**src/rtl/traffic_sensor_conditioner.sv**
```systemverilog
// Conditions raw per-lane queue sensors: 2-flop sync, symmetric debounce and
// stuck-high detection with sticky, clearable fault flags.
module traffic_sensor_conditioner #(
  parameter int NUM_LANES    = 4,
  parameter int DEBOUNCE     = 4,
  parameter int STUCK_CYCLES = 1000
) (
  input  logic                 clk,
  input  logic                 rst,
  input  logic [NUM_LANES-1:0] raw_ss,
  input  logic [NUM_LANES-1:0] raw_fs,
  input  logic                 fault_clr,
  output logic [NUM_LANES-1:0] input_ss,
  output logic [NUM_LANES-1:0] input_fs,
  output logic [NUM_LANES-1:0] fault_ss,
  output logic [NUM_LANES-1:0] fault_fs,
  output logic                 fault_any
);

  localparam int NCH = 2 * NUM_LANES;
  localparam int CW  = $clog2(DEBOUNCE + 1);
  localparam int SW  = $clog2(STUCK_CYCLES);

  // Channels 0..NUM_LANES-1 are 1st-car sensors, the upper half 5th-car sensors.
  logic [NCH-1:0] raw_all;
  logic [NCH-1:0] filt_all;
  logic [NCH-1:0] flt_all;

  assign raw_all = {raw_fs, raw_ss};

  genvar gi;
  generate
    for (gi = 0; gi < NCH; gi++) begin : g_ch
      logic          s1_reg, s2_reg;
      logic          filt_reg, filt_next;
      logic          flt_reg, flt_next;
      logic [CW-1:0] cnt_reg, cnt_next;
      logic [SW-1:0] scnt_reg, scnt_next;

      // Debounce: a change needs DEBOUNCE consecutive disagreeing synced samples.
      always_comb begin
        filt_next = filt_reg;
        cnt_next  = '0;
        if (s2_reg != filt_reg) begin
          if (cnt_reg == CW'(DEBOUNCE - 1)) begin
            filt_next = s2_reg;
          end else begin
            cnt_next = cnt_reg + 1'b1;
          end
        end
      end

      // Stuck detect: clear wins over a same-edge threshold hit.
      always_comb begin
        flt_next  = flt_reg;
        scnt_next = '0;
        if (fault_clr) begin
          flt_next = 1'b0;
        end else if (filt_reg && !flt_reg) begin
          if (scnt_reg == SW'(STUCK_CYCLES - 1)) begin
            flt_next = 1'b1;
          end else begin
            scnt_next = scnt_reg + 1'b1;
          end
        end
      end

      always_ff @(posedge clk) begin
        if (rst) begin
          s1_reg   <= 1'b0;
          s2_reg   <= 1'b0;
          filt_reg <= 1'b0;
          cnt_reg  <= '0;
          flt_reg  <= 1'b0;
          scnt_reg <= '0;
        end else begin
          s1_reg   <= raw_all[gi];
          s2_reg   <= s1_reg;
          filt_reg <= filt_next;
          cnt_reg  <= cnt_next;
          flt_reg  <= flt_next;
          scnt_reg <= scnt_next;
        end
      end

      assign filt_all[gi] = filt_reg;
      assign flt_all[gi]  = flt_reg;
    end
  endgenerate

  // A faulted 1st-car sensor also suppresses the long-queue report.
  assign input_ss  = filt_all[NUM_LANES-1:0] & ~flt_all[NUM_LANES-1:0];
  assign input_fs  = filt_all[NCH-1:NUM_LANES] & ~flt_all[NCH-1:NUM_LANES] & input_ss;
  assign fault_ss  = flt_all[NUM_LANES-1:0];
  assign fault_fs  = flt_all[NCH-1:NUM_LANES];
  assign fault_any = |flt_all;

endmodule

```
**config.mk**
```make
export PLATFORM = sky130hd
export DESIGN_NAME = traffic_sensor_conditioner
export DESIGN_NICKNAME = d
export VERILOG_FILES = /design/src/rtl/traffic_sensor_conditioner.sv
export SDC_FILE = /design/constraint.sdc
export NUM_CORES = 1
export LEC_CHECK = 0
export CAP_MARGIN = 20
export CORE_MARGIN = 10
export CORE_UTILIZATION = 60
export DETAILED_ROUTE_END_ITERATION = 16
export GPL_TIMING_DRIVEN = 0
export MAX_ROUTING_LAYER = met4
export PLACE_DENSITY = 0.8
export SETUP_SLACK_MARGIN = 0.4
export SLEW_MARGIN = 25
export SYNTH_ARGS = -nofsm -noshare
export SYNTH_HDL_FRONTEND = slang
export SYNTH_SLANG_ARGS = --single-unit
```
**constraint.sdc**
```tcl
create_clock -name clk -period 4.6 [get_ports clk]
set_input_delay 0.92 -clock clk [delete_from_list [all_inputs] [get_ports clk]]
set_output_delay 0.92 -clock clk [all_outputs]
set_load 0.01 [all_outputs]
```
==> flow_summary.ini <==
[run_status]
result_of_the_run = complete, no violations

[die]
i_o_pins = 28
chipWidth_um = 114
die_area_um2 = 13100
initial_utilization_pct = 61.4
rows = 34
placeableCoreArea_um2 = 8720
die_height_um = 114

[synthesis]
synth-seq-cells = 136
cell_variety_after_synth = 32
synthTopCellsByArea = dfxtp_1, xnor2_1, nor2_1
synthMostInstantiatedCell = dfxtp_1
synth.top_cells.by_count = dfxtp_1, nor2_1, xnor2_1, nand2_1, inv_1
synth.cell_area_um2 = 5360
postSynth.asyncResetShare_pct = 0
syn-instance-count = 578
synth-edff-count = 0
synth_top_area_share_pct = 50.8
postSynthAreaPerCell_um2 = 9.27
synthFlopType = dfxtp_1
postSynthNetCount = 613
synthDominantAreaCellType = dfxtp_1
post_synthesis_sequential_area_ratio_pct = 50.8
yosysWarnings = 0

[clocking]
cts_made_buffers = 17
clock_tree_from_tritoncts = done
cts-root-to-sink-buffers = 2
cts_hold_repair.buffers = 0
clk-insertion-delay-late_ps = 510
clock_sinks = 136
htree_num_levels = 4
cts.repair.resized = 0
cts_setup_buffers = 0
clock_tree.root_cell = clkbuf_8
clk_pin_slew_ps = 50

[worst_setup_path]
rr_endpoint = g_ch[0].scnt_reg[2]
reg2reg_from = g_ch[0].scnt_reg[0]
timing.critical_path.fanout_max = 4
cp_data_arrival_time_ps = 2070
startpoint_type = register
cp_data_required_time_ps = 3680
r2r_cells = 5
critical_path.endpoint_type = output port
start_to_end_type_of_the_worst_setup_path = register to output port
regToRegSetupSlack_ps = 2890

[sta]
timing.setup.tns_ps = 0
finalSetupViolations = 0
timing.final.hold_violations = 0
timing_worst_slew_pin_value_ps = 727
finalCritPeriodShare_pct = 65.0
grt_setup_unrepaired = false
slew_headroom_pct = 51.3
drv_slew = 0
period_minus_slack_ps = 2990
finClkSkew_ps = 5.23
fmax_ghz = 0.334

[route]
route.detailed.wl_per_inst_um = 13.0
drtAntennaViolNets = 0
number_of_violations_reported_at_the_end_of_detailed_routing_iteration_0 = 167
dr.pass1.iters = 5
via_count = 3827
detail_route.drc_violations = 0
avgViaCountPerCell = 5.14
drt_wl_total_mm = 9.69

[power]
power.clock.fraction_pct = 51.5
power.sequential.fraction_pct = 47.3
switching_share_pct = 20.0
peakVddDrop_uv = 256
power.share.combinational_pct = 1.2
internal_power_w = 0.00202
netSwitchingPower_w = 0.000503
power_density_nw_per_um2 = 397
cellLeakagePower_nw = 2.16

[final_layout]
finalInstanceArea_um2 = 6340
sequential_cell_area_um2 = 2720
nFillCells = 636
finish.net_count = 659
layout-drive-gt1-share_pct = 8.02
diodes = 0
flow.area_growth_from_synthesis_pct = 18.3
largest_reg_flops = 80
area_taken_by_multi_input_logic_gates_um2 = 2420

[placement]
place.port_buffers = 27
gp_congestion = 0.826
detailedPlacementHpwl_mm = 6.69
dpl-instance-area_um2 = 5760

[global_route]
groute.usage.overall_pct = 16.2
largest_net_degree_at_the_start_of_global_routing = 17
number_of_antenna_violations_at_the_first_check_in_global_routing = 0
grt_pass1_vias = 3868
globalRouteOverflowTotal = 0
global_route_wire_length_before_repair_mm = 16.9

[run]
drv_cap = 0

[hold_path]
worst_hold_start = g_ch[0].cnt_reg[0]
endpoint_of_the_worst_hold_path = g_ch[0].cnt_reg[0]
worstHoldPathCells = 1
hold_path_class = register to register
## metal layers
layer | global-route usage (%) | up-vias | routed length [µm]
met3 | 5.24 | 11 | 357
met4 | 5.10 | 0 | 108
met2 | 27.6 | 53 | 5030
li1 | - | 1970 | -
met5 | - | - | 0
met1 | 17.3 | 1793 | 4190
## how the worst max path moves through the flow
| stage | start | to | slack, ps | cells past startpoint |
|---|---|---|---|---|
| 2_1_floorplan | rst | g_ch[5].scnt_reg[9] | 2550 | 5 |
| 4_1_cts | g_ch[0].filt_reg | input_fs[0] | 1600 | 3 |
| 3_3_place_gp | rst | g_ch[4].scnt_reg[9] | 1590 | 6 |
| 6_report | g_ch[0].filt_reg | input_fs[0] | 1610 | 3 |
| 3_5_place_dp | rst | g_ch[4].scnt_reg[3] | 1610 | 6 |
| 5_1_grt | g_ch[0].filt_reg | input_fs[0] | 1560 | 3 |
## power groups by stage
stage                     sequential [W]  clock [W]  combinational (W)
after CTS                        0.00119    0.00133          0.0000310
after detailed placement         0.00122          0          0.0000306
after floorplan                  0.00122          0          0.0000162
final                            0.00119    0.00130          0.0000305
after global routing             0.00119    0.00138          0.0000344
after global placement           0.00122          0          0.0000297
## critical path, cell delays in order (launching register included)
cell	delay, ps
dfxtp_1	380
nor2b_1	400
and3b_1	240
clkdlybuf4s50_1	540
## layout make-up
class / instances / area share, %
timing repair buffer: 27 / 4.26
inverter: 31 / 1.84
clock inverter: 10 / 1.86
buffer: 15 / 1.60
sequential: 136 / 43.0
multi-input combinational: 396 / 38.1
tap: 108 / 2.13
clock buffer: 21 / 7.24
## cells in the final DEF (no fill, tap or decap), types with 4 or more instances in the layout
| cell | n |
|---|---|
| clkbuf_16 | 16 |
| nor3_1 | 21 |
| xnor2_1 | 52 |
| nor2_1 | 120 |
| xor2_1 | 19 |
| ha_1 | 24 |
| a21oi_1 | 6 |
| inv_1 | 31 |
| nand3b_1 | 5 |
| clkbuf_8 | 4 |
| clkdlybuf4s50_1 | 27 |
| nor2b_1 | 19 |
| dfxtp_1 | 136 |
| nand2_1 | 34 |
| buf_4 | 8 |
| clkbuf_1 | 6 |
| nor2_2 | 10 |
| or3_1 | 10 |
| nor4_1 | 12 |
| nand3_1 | 26 |
| mux2i_1 | 8 |
| nand4_1 | 8 |
## kinds of logic after synthesis
group                    after synthesis  synth area share (%)
adder cells (fa/ha/maj)               24                  5.61
buffers and inverters                 46                  4.06
multiplexers                           8                  1.50
flip-flops                           136                  50.8
AO/OA/AOI/OAI                         11                  1.17
AND/OR/NAND/NOR                      282                  25.2
XOR/XNOR                              71                  11.6
## stage by stage
stage	util, %	setup WS (ps)	total power [W]	hold slack [ps]	std cells
2_1_floorplan	-	2550	0.00123	399	578
3_3_place_gp	66.1	1590	0.00125	406	713
6_report	72.7	1610	0.00252	421	744
5_1_grt	72.7	1560	0.00260	435	744
3_5_place_dp	66.1	1610	0.00125	415	713
4_1_cts	72.7	1600	0.00255	424	744
No activity file was read; power rests on OpenSTA's default activity.
==> RTL change 1: new RTL, same flow settings <==
Change the parameter `NUM_LANES` from 4 to 5.
--- a/src/rtl/traffic_sensor_conditioner.sv
+++ b/src/rtl/traffic_sensor_conditioner.sv
@@ -1,7 +1,7 @@
 // Conditions raw per-lane queue sensors: 2-flop sync, symmetric debounce and
 // stuck-high detection with sticky, clearable fault flags.
 module traffic_sensor_conditioner #(
-  parameter int NUM_LANES    = 4,
+  parameter int NUM_LANES    = 5,
   parameter int DEBOUNCE     = 4,
   parameter int STUCK_CYCLES = 1000
 ) (
Ports: changed (6 resized); port bits go from 28 to 34. No check against the original RTL was run, so the function may have changed too.
==> RTL change 1 against the unedited design <==
- final area grew 26%
- maximum frequency shrank 2.5%
- non-clock buffer count grew 7
- power grew 18%
- sequential cell count grew 34
- via count grew 34%
- wire length grew 38%
- synthesized area grew 28%
- global-route usage grew 1.2 points
- setup slack lost 0.078 ns
- critical path type unchanged
- largest power group is now sequential cells
==> RTL change 1: results (changes against the unedited design) <==
worst clock skew 0.00761 ns (was 0.00523 ns); result of the run finished clean (unchanged); Distinct cells, synth 41 (was 32); startpoint of the worst register-to-register path g_ch[6].scnt_reg[0] (was g_ch[0].scnt_reg[0]); clock buffers 18 (was 21); terminating pin of the worst hold path g_ch[6].cnt_reg[0] (was g_ch[0].cnt_reg[0]); total number of nets in the final design 846 (was 659); placed wire-length estimate 9640 um (was 6690 um); met2 usage 0.296 (was 0.276); worst slack at placement 1.58 ns (was 1.61 ns); clock transition time at the flip-flop clock pins of the worst setup and hold paths 0.07 ns (was 0.05 ns); sequential share of cell area 0.428 (was 0.430); Finished Layout Cells 956 (was 744); wire length reported by the detailed router 13400 um (was 9690 um); Compound-Gate Fraction of Synth Area 0.0515 (was 0.0117); placed insts 924 (was 713); wire length on met3 568 um (was 357 um); clock insertion delay at the later pin of the skew report 0.42 ns (was 0.51 ns); post-synthesis mux area share 0.0146 (was 0.0149); layout multi-input combinational cell count 515 (was 396); Synth Area in XOR/XNOR 0.0908 (was 0.116); fraction of layout instances using a drive strength above 1 0.0723 (was 0.0802); count of input and output buffers 33 (was 27); first element of the critical path g_ch[2].filt_reg (was g_ch[0].filt_reg); Largest register FFs 100 (was 80); routing usage on met1 0.187 (was 0.173); Non-Clock Inverter Count 50 (was 31); clock buffer and inverter area fraction after layout 0.0752 (was 0.0910); CTS root buf sky130_fd_sc_hd__clkbuf_16 (was sky130_fd_sc_hd__clkbuf_8); endpoint of the worst register-to-register path g_ch[6].scnt_reg[7] (was g_ch[0].scnt_reg[2]); worst slack on hold paths 0.423 ns (was 0.421 ns)
## RTL change 1: worst max path at each step
stage,end,slack (ns),cells after the start
floorplan,g_ch[9].scnt_reg[3],2.65,5
global placement,g_ch[0].scnt_reg[3],1.66,6
detailed placement,g_ch[0].scnt_reg[2],1.58,6
CTS,input_fs[2],1.50,3
global route,input_fs[2],1.44,3
finish,input_fs[2],1.53,3
## RTL change 1: worst register-to-register path, delay by kind of cell, from the launching register on
kind / cells / cell delay, ns
AOI/OAI and AO/OA: 1 / 0.49
and+or+nand+nor: 3 / 0.48
adders and majority gates: 1 / 0.22
DFF: 1 / 0.35
## RTL change 1: power by group through the flow
stage          logic, mW  registers [mW]  clock network [mW]
2_1_floorplan     0.0207            1.52                   0
6_report          0.0396            1.49                1.44
5_1_grt           0.0436            1.49                1.52
3_5_place_dp      0.0400            1.52                   0
4_1_cts           0.0404            1.49                1.46
3_3_place_gp      0.0385            1.52                   0
==> RTL change 2: new RTL, same settings <==
Made on the original files. Register the outputs `input_fs`, `fault_ss`, `fault_fs` and `fault_any`, with the module's reset; this adds one clock of latency there. The other outputs are not delayed to match.
--- a/src/rtl/traffic_sensor_conditioner.sv
+++ b/src/rtl/traffic_sensor_conditioner.sv
@@ -90,10 +90,19 @@
 
   // A faulted 1st-car sensor also suppresses the long-queue report.
   assign input_ss  = filt_all[NUM_LANES-1:0] & ~flt_all[NUM_LANES-1:0];
-  assign input_fs  = filt_all[NCH-1:NUM_LANES] & ~flt_all[NCH-1:NUM_LANES] & input_ss;
-  assign fault_ss  = flt_all[NUM_LANES-1:0];
-  assign fault_fs  = flt_all[NCH-1:NUM_LANES];
-  assign fault_any = |flt_all;
+  always_ff @(posedge clk) begin
+    if (rst) begin
+      input_fs  <= '0;
+      fault_ss  <= '0;
+      fault_fs  <= '0;
+      fault_any <= '0;
+    end else begin
+      input_fs  <= filt_all[NCH-1:NUM_LANES] & ~flt_all[NCH-1:NUM_LANES] & input_ss;
+      fault_ss  <= flt_all[NUM_LANES-1:0];
+      fault_fs  <= flt_all[NCH-1:NUM_LANES];
+      fault_any <= |flt_all;
+    end
+  end
 
 endmodule
 
Function: changed (a bounded check fails within 10 cycles, from zero or initial values and one cycle with rst high).
==> RTL change 2 against the unedited design <==
- wire length rose by 18%
- register-to-register slack got worse by 0.10 ns
- via count up 16%
- final cell count rose by 5.5%
- largest cell class unchanged
- final area rose by 8.1%
- sequential share of layout area grew 0.57 points
- power up 3.6%
- synthesized area increased by 9.6%
- sequential cell count up 13
- critical path depth decreased by 1
- setup slack better by 0.25 ns
- worst hold slack worse by 0.00060 ns
==> RTL change 2: results (changes against the unedited design) <==
result of the run finished clean (unchanged); Non-Clock Inverter Count 28 (was 31); FF+latch area 2980 um2 (was 2720 um2); highest net fanout along the worst path 5 (was 4); number of filler cells placed in the layout 746 (was 636); total number of nets in the final design 674 (was 659); leakage power of the design 2.24 nW (was 2.16 nW); first-pass GRT wire length 19900 um (was 16900 um); worst clock skew 0.00802 ns (was 0.00523 ns); First DRT Iteration DRCs 260 (was 167); number of vias in the routed layout 4453 (was 3827); layout multi-input combinational cell count 406 (was 396); startpoint of the worst register-to-register path g_ch[7].scnt_reg[0] (was g_ch[0].scnt_reg[0]); overall fraction of global-route tracks in use 0.174 (was 0.162); average wire length per cell after detail routing 14.6 um (was 13.0 um); cell area after layout 6850 um2 (was 6340 um2); post-synth net total 629 (was 613); Compound-Gate Fraction of Synth Area 0.108 (was 0.0117); Signal buffers 37 (was 42); CP arrival 1.82 ns (was 2.07 ns); R2R Setup Slk 2.79 ns (was 2.89 ns); fraction of layout instances using a drive strength above 1 0.0951 (was 0.0802); post-synthesis mux area share 0.0136 (was 0.0149); critical path's largest stage delay 0.60 ns (was 0.54 ns); worst slack on hold paths 0.421 ns (about the same); weighted congestion reported at the end of routability-driven placement 0.823 (was 0.826); clock buffer and inverter area fraction after layout 0.0811 (was 0.0910); sequential fraction of the synthesis area 0.508 (about the same); detailed-router iteration count before antenna repair 4 (was 5); placed insts 753 (was 713); endpoint of the worst register-to-register path g_ch[7].scnt_reg[3] (was g_ch[0].scnt_reg[2]); count of input and output buffers 26 (was 27); top cell types by occurrence after synthesis 149 x sky130_fd_sc_hd__dfxtp_1, 59 x sky130_fd_sc_hd__nor2_1, 32 x sky130_fd_sc_hd__or3_1, 29 x sky130_fd_sc_hd__nor2b_1, 28 x sky130_fd_sc_hd__inv_1 (was 136 x sky130_fd_sc_hd__dfxtp_1, 120 x sky130_fd_sc_hd__nor2_1, 52 x sky130_fd_sc_hd__xnor2_1, 34 x sky130_fd_sc_hd__nand2_1, 31 x sky130_fd_sc_hd__inv_1); worst slack at placement 1.79 ns (was 1.61 ns); shortest period the worst path allows 2.74 ns (was 2.99 ns); top cells by area, synth sky130_fd_sc_hd__dfxtp_1 51%, sky130_fd_sc_hd__ha_1 5.1%, sky130_fd_sc_hd__nor2_1 3.8% (was sky130_fd_sc_hd__dfxtp_1 51%, sky130_fd_sc_hd__xnor2_1 8.5%, sky130_fd_sc_hd__nor2_1 8.4%); first element of the critical path g_ch[3].filt_reg (was g_ch[0].filt_reg); endpoint of the most critical setup path input_ss[3] (was input_fs[0]); non-clock buffer contribution to total cell area 0.0462 (was 0.0586); Adder-Cell Fraction of Synth Area 0.0511 (was 0.0561)
-- RTL change 2: cell types whose count changed in the layout (fill, tap and decap cells not counted), sizes merged, moves of 8 or more --
cell    delta
o21ai     +26
nor3       -8
dfxtp     +13
a21oi     +20
or3       +23
nand2     -12
or4       +15
nor2b     +10
a211oi    +14
xnor2     -35
o31ai     +17
nor2      -70
-- RTL change 2: metal layers --
layer / global-route usage / up-vias / wire (um)
li1: - / 2233 / -
met1: 0.181 / 2120 / 4810
met2: 0.305 / 79 / 6030
met3: 0.0477 / 21 / 398
met4: 0.0748 / 0 / 227
met5: - / - / 0
-- RTL change 2: power groups by stage --
stage / Combinational (mW) / Clock (mW) / Sequential [mW]
finish: 0.0352 / 1.27 / 1.30
global route: 0.0390 / 1.34 / 1.30
CTS: 0.0358 / 1.29 / 1.30
detailed placement: 0.0353 / 0 / 1.33
global placement: 0.0344 / 0 / 1.33
floorplan: 0.0191 / 0 / 1.33
